==> src/rtl/hatch_sequencer.sv <==
// hatch_sequencer: egg-hatch timeline for the 8x8 dot-matrix display driver.
// Steps the frame index once per TICKS_PER_STAGE clocks while the incubator
// temperature is in range. It holds on pause or cold and flags completion.
// Optional feature macro: HATCH_COLD_ABORT_EN (abort after COLD_LIMIT
// consecutive cold cycles in RUN/HOLD). Undefined by default.
//
// state | meaning
// IDLE  | waiting for start, display blank
// RUN   | counting ticks, advancing one frame per stage period
// HOLD  | timeline frozen by pause or cold sensor
// DONE  | last frame shown, waiting for restart
// FAIL  | aborted on prolonged cold (HATCH_COLD_ABORT_EN only)
module hatch_sequencer #(
  parameter int TICKS_PER_STAGE = 1000,
  parameter int LAST_FRAME      = 11,
  parameter int COLD_LIMIT      = 5000
) (
  input  logic       i_clk,
  input  logic       i_rst,
  input  logic       i_start,
  input  logic       i_pause,
  input  logic       i_temp_ok,
  output logic [3:0] o_num,
  output logic       o_temp,
  output logic       o_st,
  output logic       o_done,
  output logic       o_fail
);

  localparam logic [15:0] TICK_LAST = 16'(TICKS_PER_STAGE - 1);
  localparam logic [3:0]  NUM_LAST  = 4'(LAST_FRAME);

  // Reject out-of-range parameters at elaboration.
  if (TICKS_PER_STAGE < 2 || TICKS_PER_STAGE > 65535) begin : g_bad_ticks
    $error("hatch_sequencer: TICKS_PER_STAGE out of range 2..65535");
  end
  if (LAST_FRAME < 1 || LAST_FRAME > 15) begin : g_bad_last
    $error("hatch_sequencer: LAST_FRAME out of range 1..15");
  end
  if (COLD_LIMIT < 1 || COLD_LIMIT > 65536) begin : g_bad_cold
    $error("hatch_sequencer: COLD_LIMIT out of range 1..65536");
  end

`ifdef HATCH_COLD_ABORT_EN
  typedef enum logic [2:0] {S_IDLE, S_RUN, S_HOLD, S_DONE, S_FAIL} state_t;
`else
  typedef enum logic [1:0] {S_IDLE, S_RUN, S_HOLD, S_DONE} state_t;
`endif

  state_t      r_state;
  state_t      w_state_nxt;
  logic [15:0] r_tick;
  logic [15:0] w_tick_nxt;
  logic [3:0]  r_num;
  logic [3:0]  w_num_nxt;
  logic        r_sync1;
  logic        r_sync2;
  logic        w_tok;

  assign w_tok = r_sync2;
  assign o_num = r_num;

  // Two-flop synchroniser for the asynchronous temperature sensor level.
  always_ff @(posedge i_clk or posedge i_rst) begin
    if (i_rst) begin
      r_sync1 <= 1'b1;
      r_sync2 <= 1'b1;
    end else begin
      r_sync1 <= i_temp_ok;
      r_sync2 <= r_sync1;
    end
  end

`ifdef HATCH_COLD_ABORT_EN
  localparam logic [15:0] COLD_LAST = 16'(COLD_LIMIT - 1);

  logic [15:0] r_cold;
  logic [15:0] w_cold_nxt;
  logic        w_cold_active;
  logic        w_cold_abort;

  // Consecutive-cold counter, only live while the timeline is in progress.
  always_comb begin
    w_cold_active = ((r_state == S_RUN) || (r_state == S_HOLD)) && !w_tok;
    w_cold_abort  = w_cold_active && (r_cold == COLD_LAST);
    w_cold_nxt    = (w_cold_active && !w_cold_abort) ? r_cold + 16'd1 : 16'd0;
  end

  // Cold counter register.
  always_ff @(posedge i_clk or posedge i_rst) begin
    if (i_rst) begin
      r_cold <= 16'd0;
    end else begin
      r_cold <= w_cold_nxt;
    end
  end
`endif

  // Next-state, tick and frame logic; a freeze request beats a rollover.
  always_comb begin
    w_state_nxt = r_state;
    w_tick_nxt  = r_tick;
    w_num_nxt   = r_num;
    case (r_state)
      S_IDLE: begin
        if (i_start) begin
          w_state_nxt = S_RUN;
          w_tick_nxt  = 16'd0;
          w_num_nxt   = 4'd0;
        end
      end
      S_RUN: begin
`ifdef HATCH_COLD_ABORT_EN
        if (w_cold_abort) begin
          w_state_nxt = S_FAIL;
        end else
`endif
        if (i_pause || !w_tok) begin
          w_state_nxt = S_HOLD;
        end else if (r_tick == TICK_LAST) begin
          w_tick_nxt = 16'd0;
          if (r_num == NUM_LAST) begin
            w_state_nxt = S_DONE;
          end else begin
            w_num_nxt = r_num + 4'd1;
          end
        end else begin
          w_tick_nxt = r_tick + 16'd1;
        end
      end
      S_HOLD: begin
`ifdef HATCH_COLD_ABORT_EN
        if (w_cold_abort) begin
          w_state_nxt = S_FAIL;
        end else
`endif
        if (!i_pause && w_tok) begin
          w_state_nxt = S_RUN;
        end
      end
      default: begin
        // DONE and FAIL: only a new start leaves.
        if (i_start) begin
          w_state_nxt = S_RUN;
          w_tick_nxt  = 16'd0;
          w_num_nxt   = 4'd0;
        end
      end
    endcase
  end

  // State, counter and registered display outputs, decoded from the next state.
  always_ff @(posedge i_clk or posedge i_rst) begin
    if (i_rst) begin
      r_state <= S_IDLE;
      r_tick  <= 16'd0;
      r_num   <= 4'd0;
      o_st    <= 1'b0;
      o_done  <= 1'b0;
      o_temp  <= 1'b0;
    end else begin
      r_state <= w_state_nxt;
      r_tick  <= w_tick_nxt;
      r_num   <= w_num_nxt;
      o_st    <= (w_state_nxt != S_IDLE);
      o_done  <= (w_state_nxt == S_DONE);
      if (w_state_nxt == S_IDLE) begin
        o_temp <= 1'b0;
`ifdef HATCH_COLD_ABORT_EN
      end else if (w_state_nxt == S_FAIL) begin
        o_temp <= 1'b1;
`endif
      end else begin
        o_temp <= ~w_tok;
      end
    end
  end

`ifdef HATCH_COLD_ABORT_EN
  // Registered abort flag.
  always_ff @(posedge i_clk or posedge i_rst) begin
    if (i_rst) begin
      o_fail <= 1'b0;
    end else begin
      o_fail <= (w_state_nxt == S_FAIL);
    end
  end
`else
  assign o_fail = 1'b0;
`endif

endmodule

==> config.mk <==
export PLATFORM = sky130hd
export DESIGN_NAME = hatch_sequencer
export DESIGN_NICKNAME = d
export VERILOG_FILES = /design/src/rtl/hatch_sequencer.sv
export SDC_FILE = /design/constraint.sdc
export NUM_CORES = 1
export LEC_CHECK = 0
export BUFFER_PORTS_ARGS = -buffer_cell sky130_fd_sc_hd__buf_4
export CORE_MARGIN = 10
export CORE_UTILIZATION = 40
export DETAILED_ROUTE_END_ITERATION = 8
export HOLD_SLACK_MARGIN = 0.05
export PLACE_DENSITY_LB_ADDON = 0.15
export SLEW_MARGIN = 20
export SYNTH_ARGS = -nofsm -noshare
export SYNTH_HDL_FRONTEND = slang
export SYNTH_SLANG_ARGS = --single-unit
==> constraint.sdc <==
create_clock -name i_clk -period 2.8 [get_ports i_clk]
set_input_delay 0.56 -clock i_clk [delete_from_list [all_inputs] [get_ports i_clk]]
set_output_delay 0.56 -clock i_clk [all_outputs]
set_load 0.01 [all_outputs]
## After elaboration in Yosys (flattened, before gate mapping)

Cells that the tools add are included.
W data, S select, Z words.

| storage, ports and cells | value |
|---|---|
| register bits after elaboration | 27 |
| output and inout port bits | 8 |
| input port bits | 5 |

| cells by class | value |
|---|---|
| add/sub/neg operators | 2 |
| bitwise logic cells | 2 |
| mux-type cells | 16 |
| reductions and logical operators | 9 |
| eq/ne operators | 8 |

Operators with widths:

| kind | count |
|---|---|
| $mux W16 | 3 |
| $pmux W16 S2 | 1 |
| $add A16 B1 Y16 const B | 1 |
| $eq A16 B10 Y1 const B | 1 |
| $mux W4 | 4 |
| $mux W2 | 5 |
| $pmux W4 S2 | 1 |
| $ne A2 B2 Y1 const B | 3 |
| $reduce_and A5 Y1 | 1 |
| $add A4 B1 Y4 const B | 1 |
| $eq A2 B2 Y1 const B | 2 |
| $eq A4 B4 Y1 const B | 1 |
| $pmux W2 S2 | 1 |
| $reduce_bool A2 Y1 | 2 |
| $reduce_and A3 Y1 | 1 |
| $eq A2 B1 Y1 const B | 1 |
| $logic_not A1 Y1 | 2 |
| $logic_not A2 Y1 | 1 |
| $not A1 Y1 | 2 |
| $logic_and A1 B1 Y1 | 1 |
| $logic_or A1 B1 Y1 | 1 |
| $mux W1 | 1 |

## Logic depth before layout (Yosys ltp)

| logic depth | value |
|---|---|
| word-level depth | 7 |
| gate-level depth with buffers | 8 |

## Worst setup path before layout

OpenSTA, ideal clock, no wires.

| timing | value |
|---|---|
| path kind | reg2reg |
| from | reg r_state[1] |
| to | reg r_tick[13] |
| path buffers | 1 |
| data required time | 2678 ps |
| period minus slack after synthesis | 2001 ps |
| library setup time | 122 ps |
| stages on the path, launching flop included | 8 |
| arrival time | 1879 ps |
| path slack | 799 ps |
| cells stage by stage | dfrtp_1 > ha_1 > clkbuf_1 > or4bb_1 > a21oi_2 > nand4_1 > xor2_1 > nor2_1 |

| on the way | value |
|---|---|
| word-level cells in the longest chain between the ends | 3 |
| elaborated cells between the ends (all ways) | 7 |

RTL lines:

| element | line | source |
|---|---|---|
| start: declaration | 50 | `state_t r_state;` |
| start signal: assignment | 162 | `r_state <= w_state_nxt;` |
| $eq A2 B1 Y1 / $eq A2 B2 Y1 (equally long branches) | 104 | `case (r_state)` |
| $ne A2 B2 Y1 (no line) (tied with other cells) | n/a |  |
| $reduce_and A3 Y1 (no line) | n/a |  |
| end signal: assignment | 163 | `r_tick <= w_tick_nxt;` |
| end: declaration | 52 | `logic [15:0] r_tick;` |

Parallel ways exist; a longest one is shown, timed or not.
A chain may end at the register's enable or synchronous reset.

## Worst setup path after layout

| timing | value |
|---|---|
| from | reg r_state[1] |
| to | reg r_num[0], in the netlist o_num[0] |

| on the way | value |
|---|---|
| word-level cells in the longest chain between the ends | 3 |
| elaborated cells between the ends (all ways) | 9 |

RTL lines:

| element | line | source |
|---|---|---|
| $eq A2 B1 Y1 / $eq A2 B2 Y1 (equally long branches) | 104 |  |
| $ne A2 B2 Y1 (no line) (tied with other cells) | n/a |  |
| $reduce_and A5 Y1 (no line) | n/a |  |
| end signal: assignment | 164 | `r_num <= w_num_nxt;` |
| end: declaration | 54 | `logic [3:0] r_num;` |

Parallel ways exist; a longest one is shown, timed or not.

==> impl_metrics.ini <==
[layout]
drive_gt1_share_pct = 17.8
diodes = 0
nets = 179
syn_to_final_growth_pct = 12.3
nFillCells = 347
fin_util_pct = 46.1
multi_input_comb_area_um2 = 752
seq_area_um2 = 678

[logic_synthesis]
ys_seq_area_share_pct = 45.8
ys.flop_type = dfrtp_1
synth_area_per_cell_um2 = 9.49
ys_async_sr_fraction_pct = 100
synth_cells = 156
ys_seq_elements = 27
synth-edff-count = 0
synth_top_cell_area_share_pct = 42.3
yosys-top-cells-area = dfrtp_1, xor2_1, nor2_1, nand2_1, nand3_1
synth_fp_nets = 165
syn_area_mm2 = 0.00148
yosys.cell_count.top_type = dfrtp_1
synth_top_area_cell = dfrtp_1
synth_cell_type_count = 40
yosysWarnings = 0
synth_common_cells = dfrtp_1, nor2_1, nand2_1

[sta]
hold_viol_final = 0
min_period_ns = 2.29
fin_setup_tns_ns = 0
relSlewSlack_pct = 54.6
finalSetupViolCount = 0
slew_viol_final = 0
timing.hold.ws_ns = 0.327
skew_ns = 0.00610
period_share_pct = 81.8
clock.fmax_mhz = 437
max_slew.worst_pin.slew_ns = 0.672
rsz0062_at_grt = false
timing.final.ws_setup_ns = 0.511

[place]
portBuffers = 11
place.gp.congestion = 0.800
preCtsSetupSlack_ns = 0.534
place_hpwl_um = 2250

[grt]
grt_usage_pct = 10.1
grt_overflow_total = 0
globalRouteMet1Util_pct = 12.7
grt_use_met3_pct = 2.76
grt_pass1_vias = 1165
use_met2_pct = 16.2
grt_max_degree = 28
grt_pass1_wl_um = 5330
grt-busiest-layer = met2
antenna_found_initial = 0

[floorplanning]
io_pins = 13
dieHeight_um = 80.8
die_w_um = 80.8
die_area_mm2 = 0.00653
rows = 22
core_area_mm2 = 0.00361
start_util_pct = 41.0

[critical_path]
path_class = flop to flop
worst_setup_path_start_kind = flop
cp.required_ns = 3.01
reg2regPathDepth = 7
critPathMaxFanout = 14
rrSetupSlack_ns = 0.51
cp-end-kind = flop
r2r-end = o_num[0]
cp.arrival_ns = 2.50
r2r_start = r_state[1]

[cts]
clkSlewWorstSetupHoldPaths_ns = 0.10
cts_setup_buffers = 0
cts_root_buffer = clkbuf_8
clk_path_buf_depth = 2
cts_tree = built
cts_hold_buf = 0
cts_inserted_buffers = 3
clock_latency_ns = 0.28
clock_sinks = 27
cts-resized-gates = 0
cts_max_level = 1

[detailed_routing]
routedWlPerCell_um = 13.9
drt_iter0_markers = 52
dr.pass1.iters = 4
vias = 1168
drtAntennaViolNets = 0
vias_per_cell = 5.38
drcViolationCount = 0
route.final.wire_length_um = 3010

[power]
p_per_area_mw_per_mm2 = 685
peakVddDrop_uv = 283
p_total_mw = 1.14
leakagePower_nw = 0.722

[run_status]
status = finished, final reports clean

[worst_hold_path]
hold_class = primary input to async pin

[flow_run]
drv_cap = 0
## critical path, stage by stage (launching register included)
cell	delay (ns)
dfrtp_1	0.44
inv_1	0.08
ha_1	0.25
or4bb_1	0.62
and2_1	0.25
a21oi_4	0.34
nand3_1	0.12
o21ai_1	0.12
## layer usage
layer | wire, um | share of wire [%]
met3 | 175 | 5.8
met5 | 0 | 0
met4 | 42 | 1.4
met1 | 1400 | 47
met2 | 1390 | 46
## layout make-up
| cell class | instances | share of cell area (%) |
|---|---|---|
| inverters | 7 | 1.58 |
| well taps | 48 | 3.61 |
| clock buffers | 3 | 2.48 |
| repair buffers | 13 | 5.87 |
| multi-input cells | 118 | 45.2 |
| clock inverters | 1 | 0.451 |
| flip-flops and latches | 27 | 40.8 |
## worst max-delay path by stage
stage / end / cells past startpoint / from / slack [ns]
floorplan: r_tick[13] / 7 / r_state[1] / 0.80
global placement: r_tick[13] / 7 / r_state[1] / 0.59
detailed placement: r_tick[13] / 7 / r_state[1] / 0.53
CTS: r_tick[5] / 7 / r_state[1] / 0.52
global route: r_tick[5] / 7 / r_state[1] / 0.36
finish: o_num[0] / 7 / r_state[1] / 0.51
## registers in the layout (all words and copies together), names as in the netlist
register and flops:
r_tick 16, o_num 4, r_state 2, o_done 1, o_st 1, o_temp 1, r_sync1 1, r_sync2 1
## through the flow
stage	cells	instance area, um^2
2_1_floorplan	156	1480
3_3_place_gp	213	1610
3_5_place_dp	213	1610
4_1_cts	217	1660
5_1_grt	217	1660
6_report	217	1660
## placed cells by master (no fill, tap or decap), types with 2 or more instances in the layout
master / count
nand3_1: 11
nand2_1: 15
o21ai_0: 7
or4_4: 2
nand2b_1: 5
clkbuf_8: 3
a21oi_1: 6
ha_1: 4
nand4_1: 6
nor2_1: 18
and3_1: 2
or3b_2: 2
dfstp_2: 2
inv_1: 7
dfrtp_1: 25
a21oi_2: 2
buf_4: 13
xor2_1: 12
o41ai_1: 2
nor3_1: 5
## report_power, final
group / leakage, nW / total, mW / switching, mW / internal, mW
clock network: 0.0217 / 0.230 / 0.129 / 0.101
registers: 0.362 / 0.476 / 0.0342 / 0.441
logic: 0.338 / 0.433 / 0.264 / 0.168
## logic make-up after synthesis
kind of cell / Yosys count / synth area share [%]
xor gates and xnor gates: 13 / 7.69
AOI/OAI and AO/OA: 24 / 11.7
and+or+nand+nor: 76 / 27.8
adders and majority gates: 4 / 3.38
other: 1 / 0.253
DFF: 27 / 45.8
buffers and inverters: 11 / 3.38
(Power assumes the default switching activity.)
